[config.mk]
export PLATFORM = sky130hd
export DESIGN_NAME = uart_receiver
export DESIGN_NICKNAME = d
export VERILOG_FILES = /design/src/rtl/uart_pkg.sv /design/src/rtl/uart_baud_rate_gen.sv /design/src/rtl/uart_receiver.sv
export SDC_FILE = /design/constraint.sdc
export NUM_CORES = 1
export LEC_CHECK = 0
export ABC_AREA = 1
export BUFFER_PORTS_ARGS = -buffer_cell sky130_fd_sc_hd__buf_4
export CAP_MARGIN = 20
export CORE_UTILIZATION = 50
export DETAILED_ROUTE_END_ITERATION = 10
export GPL_ROUTABILITY_DRIVEN = 0
export PLACE_DENSITY = 0.68
export SETUP_SLACK_MARGIN = 0.5
export SYNTH_ARGS = -nofsm -noshare
export SYNTH_HDL_FRONTEND = slang
export SYNTH_SLANG_ARGS = --single-unit
[constraint.sdc]
create_clock -name clk -period 2 [get_ports clk]
set_input_delay 0.1 -clock clk [delete_from_list [all_inputs] [get_ports clk]]
set_output_delay 0.1 -clock clk [all_outputs]
set_load 0.01 [all_outputs]
[src/rtl/uart_pkg.sv]
// Shared types and constants for the UART receive path.
package uart_pkg;

    // Receiver FSM states
    typedef enum logic [1:0] {
        IDLE  = 2'd0,
        START = 2'd1,
        DATA  = 2'd2,
        STOP  = 2'd3
    } rx_state_t;

    // Ticks per bit and the tick index that lands mid start bit
    localparam int unsigned OVERSAMPLE = 16;
    localparam int unsigned MID_SAMPLE = 7;

    // Clock cycles per oversample tick, rounded to nearest
    function automatic int unsigned calc_div(input int unsigned clk_freq,
                                             input int unsigned baud_rate);
        int unsigned den;
        den = OVERSAMPLE * baud_rate;
        return (clk_freq + den / 2) / den;
    endfunction

endpackage

[src/rtl/uart_baud_rate_gen.sv]
// Free-running 16x oversampling tick generator.
module uart_baud_rate_gen
    import uart_pkg::*;
#(
    parameter int unsigned BAUD_RATE = 19200,
    parameter int unsigned CLK_FREQ  = 50_000_000
) (
    input  logic clk,
    input  logic rst,
    output logic baudTick
);

    localparam int unsigned DIV   = calc_div(CLK_FREQ, BAUD_RATE);
    localparam int unsigned CNT_W = (DIV > 1) ? $clog2(DIV) : 1;

    logic [CNT_W-1:0] cnt;

    // Divider counter 0..DIV-1; tick is registered so it is high while cnt == DIV-1
    always_ff @(posedge clk or posedge rst) begin
        if (rst) begin
            cnt      <= '0;
            baudTick <= 1'b0;
        end else begin
            if (cnt == CNT_W'(DIV - 1)) begin
                cnt <= '0;
            end else begin
                cnt <= cnt + CNT_W'(1);
            end
            baudTick <= (cnt == CNT_W'(DIV - 2));
        end
    end

endmodule

[src/rtl/uart_receiver.sv]
// UART 8N1-style receiver: synchroniser, oversampling FSM and output word register.
module uart_receiver
    import uart_pkg::*;
#(
    parameter int unsigned DATA_WIDTH = 8,
    parameter int unsigned BAUD_RATE  = 19200,
    parameter int unsigned CLK_FREQ   = 50_000_000
) (
    input  logic                  clk,
    input  logic                  rst,
    input  logic                  rx,
    output logic                  baudTick,
    output logic                  rx_ready,
    output logic [DATA_WIDTH-1:0] dataOut,
    output logic                  new_byte_indicate
);

    localparam int unsigned N_W   = (DATA_WIDTH > 1) ? $clog2(DATA_WIDTH) : 1;
    localparam int unsigned LAST_S = OVERSAMPLE - 1;

    rx_state_t             state;
    logic [1:0]            rx_sync;
    logic                  rx_s;
    logic [3:0]            s;
    logic [N_W-1:0]        n;
    logic [DATA_WIDTH-1:0] shreg;

    uart_baud_rate_gen #(
        .BAUD_RATE (BAUD_RATE),
        .CLK_FREQ  (CLK_FREQ)
    ) u_baud (
        .clk      (clk),
        .rst      (rst),
        .baudTick (baudTick)
    );

    assign rx_s = rx_sync[1];

    // Two-flop synchroniser for the asynchronous line, idling high
    always_ff @(posedge clk or posedge rst) begin
        if (rst) begin
            rx_sync <= 2'b11;
        end else begin
            rx_sync <= {rx_sync[0], rx};
        end
    end

    // Receive FSM with registered status/strobe/data outputs
    always_ff @(posedge clk or posedge rst) begin
        if (rst) begin
            state             <= IDLE;
            s                 <= '0;
            n                 <= '0;
            shreg             <= '0;
            dataOut           <= '0;
            rx_ready          <= 1'b1;
            new_byte_indicate <= 1'b0;
        end else begin
            new_byte_indicate <= 1'b0;
            case (state)
                IDLE: begin
                    if (!rx_s) begin
                        state    <= START;
                        s        <= '0;
                        rx_ready <= 1'b0;
                    end
                end
                START: begin
                    if (baudTick) begin
                        if (s == 4'(MID_SAMPLE)) begin
                            if (!rx_s) begin
                                state <= DATA;
                                s     <= '0;
                                n     <= '0;
                            end else begin
                                // Start bit vanished before its midpoint: glitch
                                state    <= IDLE;
                                rx_ready <= 1'b1;
                            end
                        end else begin
                            s <= s + 4'd1;
                        end
                    end
                end
                DATA: begin
                    if (baudTick) begin
                        if (s == 4'(LAST_S)) begin
                            s     <= '0;
                            shreg <= {rx_s, shreg[DATA_WIDTH-1:1]};
                            if (n == N_W'(DATA_WIDTH - 1)) begin
                                state <= STOP;
                            end else begin
                                n <= n + N_W'(1);
                            end
                        end else begin
                            s <= s + 4'd1;
                        end
                    end
                end
                STOP: begin
                    if (baudTick) begin
                        if (s == 4'(LAST_S)) begin
                            state    <= IDLE;
                            rx_ready <= 1'b1;
                            // Only a high stop bit publishes the word
                            if (rx_s) begin
                                dataOut           <= shreg;
                                new_byte_indicate <= 1'b1;
                            end
                        end else begin
                            s <= s + 4'd1;
                        end
                    end
                end
                default: begin
                    state    <= IDLE;
                    rx_ready <= 1'b1;
                end
            endcase
        end
    end

endmodule

==> impl_metrics.ini <==
[logic_synthesis]
mappedNetlistArea_mm2 = 0.00184
area_fraction_in_and_or_nand_and_nor_cells_after_synthesis_pct = 25.8
synth_mux_area_share_pct = 0
ys_seq_elements = 38
synth-xor-area-share_pct = 1.91
synth_warnings = 0
synth_area_leader_cell = dfrtp_1
synth_top_family_by_area = simple AND/OR/NAND/NOR gates
post_synth_fa_ha_maj_area_fraction_pct = 4.09
synth.net_count = 218
synth_top_cells_by_area = dfrtp_1 48%, nand2_1 13%, inv_1 5.7%
fraction_of_the_mapped_netlist_area_in_compound_gates_pct = 7.63
sequential_share_of_the_synthesized_area_pct = 52.0
synth_cell_types = 22
syn_area_per_cell_um2 = 8.78
yosys.area.top_type_share_pct = 47.7
postSynthCellCount = 209

[clock_tree]
htree_levels = 2
tritoncts_num_sinks = 38
path_clk_slew_ns = 0.12
clk_latency_ns = 0.35
tritoncts = done
cts-buffers-inserted = 5
ctsLongestPathBuffers = 2
root_driver = clkbuf_4

[pwr]
max-vdd-ir-drop_v = 0.000453
power.leakage_nw = 1.07
power_density_mw_per_mm2 = 659

[sta]
tightest_slew_ns = 0.476
fmax_mhz = 688
rsz0062_at_grt = yes
maxSlewHeadroom_pct = 68.3
number_of_failing_setup_endpoints_in_the_final_timing_report = 0
finalSetupTns_ns = 0
final-max-slew-violation-count = 0
final.setup_skew_ns = 0.00961
period_share_pct = 72.7
final-hold-violation-count = 0
period_needed_ns = 1.45

[floorplan]
initial_core_util_pct = 53.7
number_of_rows_in_the_core_area = 21
floorplan.core_area_mm2 = 0.00342
die_w_um = 62.6
dieArea_mm2 = 0.00392
die_height_um = 62.6
ios = 14

[detailed_routing]
wl_final_um = 3450
avgRoutedWirePerCell_um = 12.3
number_of_drc_violations_after_detailed_routing_iteration_0 = 99
final_antenna_net_count = 0
route.detailed.vias_per_inst = 5.09
drcViolationCount = 0
vias = 1431
drt_first_pass_iters = 4

[layout]
layout.nets = 243
insertedDiodeCount = 0
final_common_cell = nand2_1
finalCoreUtilization_pct = 65.9
layout-drive-gt1-share_pct = 26.4
most-common-layout-cells = 59 x nand2_1, 32 x dfrtp_1, 27 x inv_1
fillerInstances = 297
area_growth_syn_to_layout_pct = 22.7

[worst_setup_path]
path_cells = ha_2 > ha_4 > nand3b_1 > nand2_1 > nand2_2 > nor2_4 > buf_6 > nand2_2 > nand2_1
crit_type = register to register
critical_path.max_fanout = 3
critical_path.slowest_cell = dfrtp_1
critical_path_endpoint_category = register
startpoint = n[1]
crit-reg2reg-launch = n[1]
timing.critical_path.required_ns = 2.30
critical-path-max-stage-delay_ns = 0.40
start_kind = register
cp.arrival_ns = 1.75

[global_routing]
total_congestion_overflow = 0
grt_pass1_wl_um = 5860
global_routing_usage_summed_across_all_routing_layers_pct = 19.4
maximum_number_of_pins_on_one_net_before_global_route_repair = 39
antenna_found_initial = 0
grt_pass1_vias = 1385

[placement]
number_of_buffers_inserted_by_port_buffering = 13
place_hpwl_um = 2190

[status]
status = complete, no violations

[worst_hold_path]
min_from = rx_sync[0]
worst_hold_path_type = register to register

[flow_run]
max_cap_viol_count = 0
critical path, delay by kind of cell (launching register included):
family,cells,cell delay [ns]
AND/OR/NAND/NOR,6,0.54
flip-flops,1,0.40
adder cells (fa/ha/maj),2,0.35
buffers and inverters,1,0.12
through the flow:
stage | power [W] | std cells | setup WS, ns | cell area, um2 | hold WS [ns]
2_1_floorplan | 0.000801 | 209 | 0.601 | 1840 | 0.104
3_3_place_gp | 0.000810 | 265 | 0.439 | 1950 | 0.209
3_5_place_dp | 0.000811 | 265 | 0.366 | 1950 | 0.209
4_1_cts | 0.00150 | 278 | 0.494 | 2130 | 0.366
5_1_grt | 0.00153 | 281 | 0.434 | 2250 | 0.369
6_report | 0.00148 | 281 | 0.546 | 2250 | 0.365
power breakdown:
part	internal [W]	switching (W)	leakage, nW
clock network	0.000423	0.000260	0.0585
registers	0.000772	0.00000391	0.497
logic	0.00000758	0.0000170	0.512
sequential cells by signal, summed over array words and instances, names as in the netlist, named ones only:
name	cells
shreg	8
s	4
new_byte_indicate	1
u_baud.baudTick	1
u_baud.cnt	8
state	1
n	3
dataOut	8
rx_sync	2
rx_ready	1
Yosys cell counts:
cell type and count:
dfrtp_1 35, nor2_2 3, xor2_1 4, nand3_1 11
ha_1 6, o21ai_0 12, a21oi_1 2, or2_2 1
nand3b_1 2, nand3_2 1, nor3_4 1, nand2_1 63
nand3_4 1, nor3_1 4, nor2_1 17, nor3b_1 2
inv_1 28, buf_6 3, o21ai_2 8, inv_2 1
dfstp_2 3, clkbuf_8 1
final timing paths:
kind,to,cells past startpoint,slack (ns)
setup / recovery,n[2],9,0.55
setup reg to reg,n[2],9,0.55
max in group asynchronous,state[0],4,1.24
hold reg to reg,rx_sync[1],0,0.36
hold / removal,rx_sync[1],0,0.36
min in group asynchronous,n[1],4,0.41
cell type report:
type | count | area, um2 | share of cell area (%)
flip-flops and latches | 38 | 958 | 42.6
multi-input cells | 140 | 832 | 36.9
repair buffers | 20 | 184 | 8.17
inverters | 29 | 109 | 4.83
clock inverters | 2 | 60.1 | 2.67
well taps | 46 | 57.6 | 2.56
clock buffers | 6 | 51.3 | 2.28
timing repair:
action                     CTS  global route
hold endpoints to repair    36             0
setup buffers                3             1
pin swaps                    2            11
setup endpoints to repair   24            25
hold buffers                 2             0
gates cloned                 0             2
gates resized for setup      4            20
layer usage:
| metal | GRT usage [%] | wire length [um] | vias up |
|---|---|---|---|
| met2 | 32.5 | 1670 | 22 |
| met5 | 0 | 0 | - |
| met1 | 22.5 | 1570 | 695 |
| met4 | 8.72 | 75 | 0 |
| met3 | 6.57 | 133 | 8 |
| li1 | - | - | 706 |
cells by family after synthesis:
kind of cell	Yosys count
adder cells (fa/ha/maj)	6
flip-flops	38
AO/OA/AOI/OAI	22
AND/OR/NAND/NOR	106
buffers and inverters	33
XOR/XNOR	4
Power figures use the tool's default switching activity.
